$ cat config.mk
export PLATFORM = sky130hd
export DESIGN_NAME = xcom_tx_queue
export DESIGN_NICKNAME = d
export VERILOG_FILES = /design/src/rtl/xcom_tx_queue.sv
export SDC_FILE = /design/constraint.sdc
export NUM_CORES = 1
export LEC_CHECK = 0
export CORE_AREA = 2 2 174 176
export DETAILED_ROUTE_END_ITERATION = 8
export DIE_AREA = 0 0 176 178
export PLACE_DENSITY = 0.76
export SLEW_MARGIN = 20
export SYNTH_ARGS = -nofsm -noshare
export SYNTH_HDL_FRONTEND = slang
export SYNTH_SLANG_ARGS = --single-unit
$ cat constraint.sdc
create_clock -name x_clk_i -period 6.1 [get_ports x_clk_i]
set_clock_uncertainty 0.05 [all_clocks]
set_input_delay 1.22 -clock x_clk_i [delete_from_list [all_inputs] [get_ports x_clk_i]]
set_output_delay 1.22 -clock x_clk_i [all_outputs]
set_load 0.03 [all_outputs]
$ cat src/rtl/xcom_tx_queue.sv
// Command queue feeding the TX command stage: a FIFO of {header,data} words
// drained one at a time through a req/ready handshake that completes when the link returns to idle.
module xcom_tx_queue #(
  parameter int QW_LOG2 = 3
) (
  input  logic               x_clk_i,
  input  logic               x_rst_i,
  input  logic               c_vld_i,
  output logic               c_rdy_o,
  input  logic [7:0]         c_hd_i,
  input  logic [31:0]        c_dt_i,
  input  logic               flush_i,
  output logic               tx_req_o,
  input  logic               tx_rdy_i,
  output logic [7:0]         tx_hd_o,
  output logic [31:0]        tx_dt_o,
  output logic [QW_LOG2:0]   fill_o,
  output logic               ovf_o,
  output logic [1:0]         q_st_do
);

  localparam int DEPTH = 2 ** QW_LOG2;

  typedef enum logic [1:0] {
    Q_IDLE  = 2'd0,
    Q_REQ   = 2'd1,
    Q_WDONE = 2'd2
  } q_st_e;

  q_st_e              st_q, st_d;
  logic [QW_LOG2:0]   wr_q, wr_d;
  logic [QW_LOG2:0]   rd_q, rd_d;
  logic [QW_LOG2:0]   fill_q, fill_d;
  logic               req_q, req_d;
  logic [7:0]         hd_q, hd_d;
  logic [31:0]        dt_q, dt_d;
  logic               ovf_q, ovf_d;
  logic [39:0]        mem [DEPTH];
  logic [39:0]        head;

  logic empty, full, push, pop;

  // Extra pointer bit distinguishes full from empty when the index bits match.
  assign empty = (wr_q == rd_q);
  assign full  = (wr_q[QW_LOG2] != rd_q[QW_LOG2]) &&
                 (wr_q[QW_LOG2-1:0] == rd_q[QW_LOG2-1:0]);
  assign push  = c_vld_i && !full && !flush_i;
  assign pop   = (st_q == Q_IDLE) && !empty && tx_rdy_i && !flush_i;
  assign head  = mem[rd_q[QW_LOG2-1:0]];

  always_comb begin
    wr_d   = push ? wr_q + 1'b1 : wr_q;
    rd_d   = flush_i ? wr_q : (pop ? rd_q + 1'b1 : rd_q);
    fill_d = wr_d - rd_d;
    ovf_d  = ovf_q | (c_vld_i & full);
  end

  always_comb begin
    st_d  = st_q;
    req_d = req_q;
    hd_d  = hd_q;
    dt_d  = dt_q;
    case (st_q)
      Q_IDLE: begin
        if (pop) begin
          st_d  = Q_REQ;
          req_d = 1'b1;
          hd_d  = head[39:32];
          dt_d  = head[31:0];
        end
      end
      Q_REQ: begin
        // Link going busy is the acceptance; sync headers get no special wait here.
        if (!tx_rdy_i) begin
          st_d  = Q_WDONE;
          req_d = 1'b0;
        end
      end
      Q_WDONE: begin
        if (tx_rdy_i) begin
          st_d = Q_IDLE;
        end
      end
      default: begin
        st_d  = Q_IDLE;
        req_d = 1'b0;
      end
    endcase
  end

  always_ff @(posedge x_clk_i or posedge x_rst_i) begin
    if (x_rst_i) begin
      st_q   <= Q_IDLE;
      wr_q   <= '0;
      rd_q   <= '0;
      fill_q <= '0;
      req_q  <= 1'b0;
      hd_q   <= '0;
      dt_q   <= '0;
      ovf_q  <= 1'b0;
    end else begin
      st_q   <= st_d;
      wr_q   <= wr_d;
      rd_q   <= rd_d;
      fill_q <= fill_d;
      req_q  <= req_d;
      hd_q   <= hd_d;
      dt_q   <= dt_d;
      ovf_q  <= ovf_d;
    end
  end

  always_ff @(posedge x_clk_i) begin
    if (push) begin
      mem[wr_q[QW_LOG2-1:0]] <= {c_hd_i, c_dt_i};
    end
  end

  assign c_rdy_o  = !full;
  assign tx_req_o = req_q;
  assign tx_hd_o  = hd_q;
  assign tx_dt_o  = dt_q;
  assign fill_o   = fill_q;
  assign ovf_o    = ovf_q;
  assign q_st_do  = st_q;

endmodule

==> impl_metrics.json <==
{
  "p_int_mw": 5.59,
  "netlist_area_um2": 14600,
  "yosysSeqAreaShare_pct": 75.5,
  "power.density_nw_per_um2": 475,
  "cp.arrival_ns": 2.96,
  "drt-initial-drc-count": 604,
  "chipWidth_um": 176,
  "firstDrtPassIters": 4,
  "cts.sinks": 376,
  "grt.total_usage_pct": 17.7,
  "slew_headroom_pct": 26.8,
  "wl_per_cell_um": 21.6,
  "clock.fmax_mhz": 237,
  "grt_pass1_wl_um": 41700,
  "die-area_um2": 31300,
  "place.gp.congestion": 0.750,
  "htreeDepth": 2,
  "start_util_pct": 49.6,
  "critPathRequiredTime_ns": 4.83,
  "min_period_ns": 4.23,
  "io_buffers": 93,
  "vias": 6893,
  "antenna_found_initial": 2,
  "leakage_nw": 5.74,
  "critical_path_class": "reg2out",
  "yosys.area.top_type": "edfxtp_1",
  "peakVddDrop_uv": 266,
  "routed_wl_um": 26800,
  "ioPinCount": 94,
  "grt_start_max_net_pins": 67,
  "start_kind": "flop",
  "pre_cts_slack_ns": 1.78,
  "fin_crit_sh_pct": 69.3,
  "die_y_um": 178,
  "switching_share_pct": 31.2,
  "drive_above_1_share_pct": 23.4,
  "finalHoldViolations": 0,
  "clkTransAtPathRegs_ns": 0.06,
  "drc": 0,
  "clk_path_buf_depth": 3,
  "cts_post_setup_buffers_inserted": 0,
  "root_buffer": "clkbuf_16",
  "grt_pass1_vias": 7050,
  "ys_ff_latch": 376,
  "cts_tree": "built",
  "syn_area_per_cell_um2": 20.6,
  "clock_power_share_pct": 26.6,
  "synth_area_leaders": "edfxtp_1 66%, mux4_2 12%, dfrtp_1 9.6%, mux2i_1 2.8%, o21ai_2 2.2%",
  "synth_edf_count": 320,
  "postSynthCellCount": 708,
  "setup_viol": 0,
  "max_cap_violations": 0,
  "synth_ff_type": "edfxtp_1",
  "viasPerCell": 5.55,
  "synthArstFlopShare_pct": 14.9,
  "worstMarginPinSlew_ns": 1.10,
  "insertion_delay_ns": 0.52,
  "yosys_warnings": 0,
  "cts_buffers": 38,
  "slew_viol_final": 0,
  "fp-row-count": 63,
  "ctsResizeCount": 0,
  "path_max_fanout": 35,
  "rsz0062_at_grt": "false",
  "syn2layout_area_growth_pct": 17.3,
  "cts_hold_buf": 0,
  "pwr-share-comb_pct": 31.7,
  "synthesis.nets": 759,
  "endpoint_kind": "output pin",
  "yosysUniqueCellTypes": 48,
  "yosys.area.top_type_share_pct": 65.9,
  "pwr-share-seq_pct": 41.7,
  "post-dp-hpwl_um": 15400,
  "worstHoldPathType": "reg2reg",
  "fp.coreArea_um2": 29400,
  "run_status": "finished, final reports clean",
  "detail-route-antenna-nets": 0,
  "fin_ws_ns": 1.87,
  "setup_tns_ns": 0,
  "fin_nets": 871,
  "power.switching_mw": 2.53,
  "grt_overflow_total": 0
}
==> area by class of cell <==
type	instances	area (um^2)
diodes	1	2.50
clock buffers	61	1120
clock inverters	9	46.3
fillers	2057	12300
inverters	9	35.0
multi-input cells	286	3350
flip-flops and latches	376	11000
well taps	390	488
repair buffers	109	1050
==> power by group through the flow <==
stage	combinational [mW]	sequential [mW]	clock (mW)
after floorplan	1.67	3.62	0
after global placement	2.58	3.43	0
after detailed placement	2.61	3.44	0
after CTS	2.62	3.39	2.21
after global routing	2.78	3.44	2.31
final	2.57	3.39	2.17
==> synthesized netlist by cell type, types with 2 or more instances <==
cell type,number
o21a_1,2
inv_1,9
nand2_1,51
nand2b_1,3
nor2b_1,2
o21ai_2,36
dfrtp_1,56
ha_1,5
mux2i_1,41
a21o_1,2
edfxtp_1,320
nor3_1,3
buf_6,11
o21ai_1,2
or4_1,2
nand3_1,2
clkbuf_1,8
buf_1,3
buf_2,11
o211ai_1,2
mux4_2,80
buf_4,3
xor2_1,4
o21ai_0,7
xnor2_1,9
nor2_1,10
o21bai_1,2
nand3b_1,2
==> layout by cell type, fill, tap and decap left out, types with 3 or more instances in the layout <==
cell | netlist | routed
clkbuf_1 | 8 | 18
xnor2_1 | 9 | 9
clkdlybuf4s50_1 | 0 | 93
mux4_2 | 80 | 80
clkinv_2 | 0 | 5
clkinv_1 | 0 | 3
nand2_1 | 51 | 51
nand2b_1 | 3 | 3
buf_4 | 3 | 15
clkbuf_16 | 0 | 41
nor2_4 | 0 | 5
ha_1 | 5 | 5
mux2i_1 | 41 | 41
edfxtp_1 | 320 | 320
o21ai_0 | 7 | 7
xor2_1 | 4 | 4
dfrtp_4 | 0 | 3
dfrtp_1 | 56 | 53
nor2_1 | 10 | 5
o21ai_2 | 36 | 36
inv_1 | 9 | 8
==> final timing paths <==
path / from / end / slack (ns) / depth (start not counted)
worst max register to register: rd_q[1] / fill_o[3] / 2.39 / 11
worst min-delay path: ovf_o / ovf_o / 0.40 / 1
worst max-delay path: rd_q[0] / c_rdy_o / 1.87 / 4
min in group asynchronous: x_rst_i / tx_dt_o[10] / 1.22 / 3
worst min register to register: ovf_o / ovf_o / 0.40 / 1
max in group asynchronous: x_rst_i / rd_q[2] / 4.14 / 3
==> worst max-delay path, cell delays in order (launching register included) <==
cell and delay (ns):
dfrtp_4 0.86, xor2_1 0.20, nor4_1 0.64, inv_1 0.12, clkdlybuf4s50_1 0.62
==> logic make-up after synthesis <==
logic type	share of synthesized area (%)
mux	15.2
simple gates	2.78
buf+inv	1.93
flops	75.5
fa+ha+maj	0.566
compound gates	3.23
xor+xnor	0.780
==> sequential cells by signal (all words and copies together), names as in the netlist <==
name,count
fill_o,4
rd_q,4
mem,320
tx_req_o,1
tx_dt_o,32
ovf_o,1
q_st_do,2
wr_q,4
tx_hd_o,8
==> routing by layer <==
metal / vias up / GRT usage [%] / share of wire [%]
met5: - / 0 / 0.041
met4: 2 / 4.79 / 1.8
met3: 45 / 3.20 / 5.3
met2: 181 / 28.8 / 50
met1: 3594 / 25.0 / 43
li1: 3071 / - / -
==> metrics by stage <==
step | cells | hold slack [ns] | util (%) | power (mW) | area, um^2
6_report | 1241 | 0.403 | 58.2 | 8.13 | 17100
5_1_grt | 1240 | 0.420 | 58.2 | 8.53 | 17100
2_1_floorplan | 708 | 0.564 | - | 5.29 | 14600
3_3_place_gp | 1170 | 0.394 | 54.2 | 6.01 | 15900
3_5_place_dp | 1170 | 0.394 | 54.2 | 6.06 | 15900
4_1_cts | 1240 | 0.408 | 58.2 | 8.22 | 17100
Note: power is estimated with default switching activity, not from simulation.
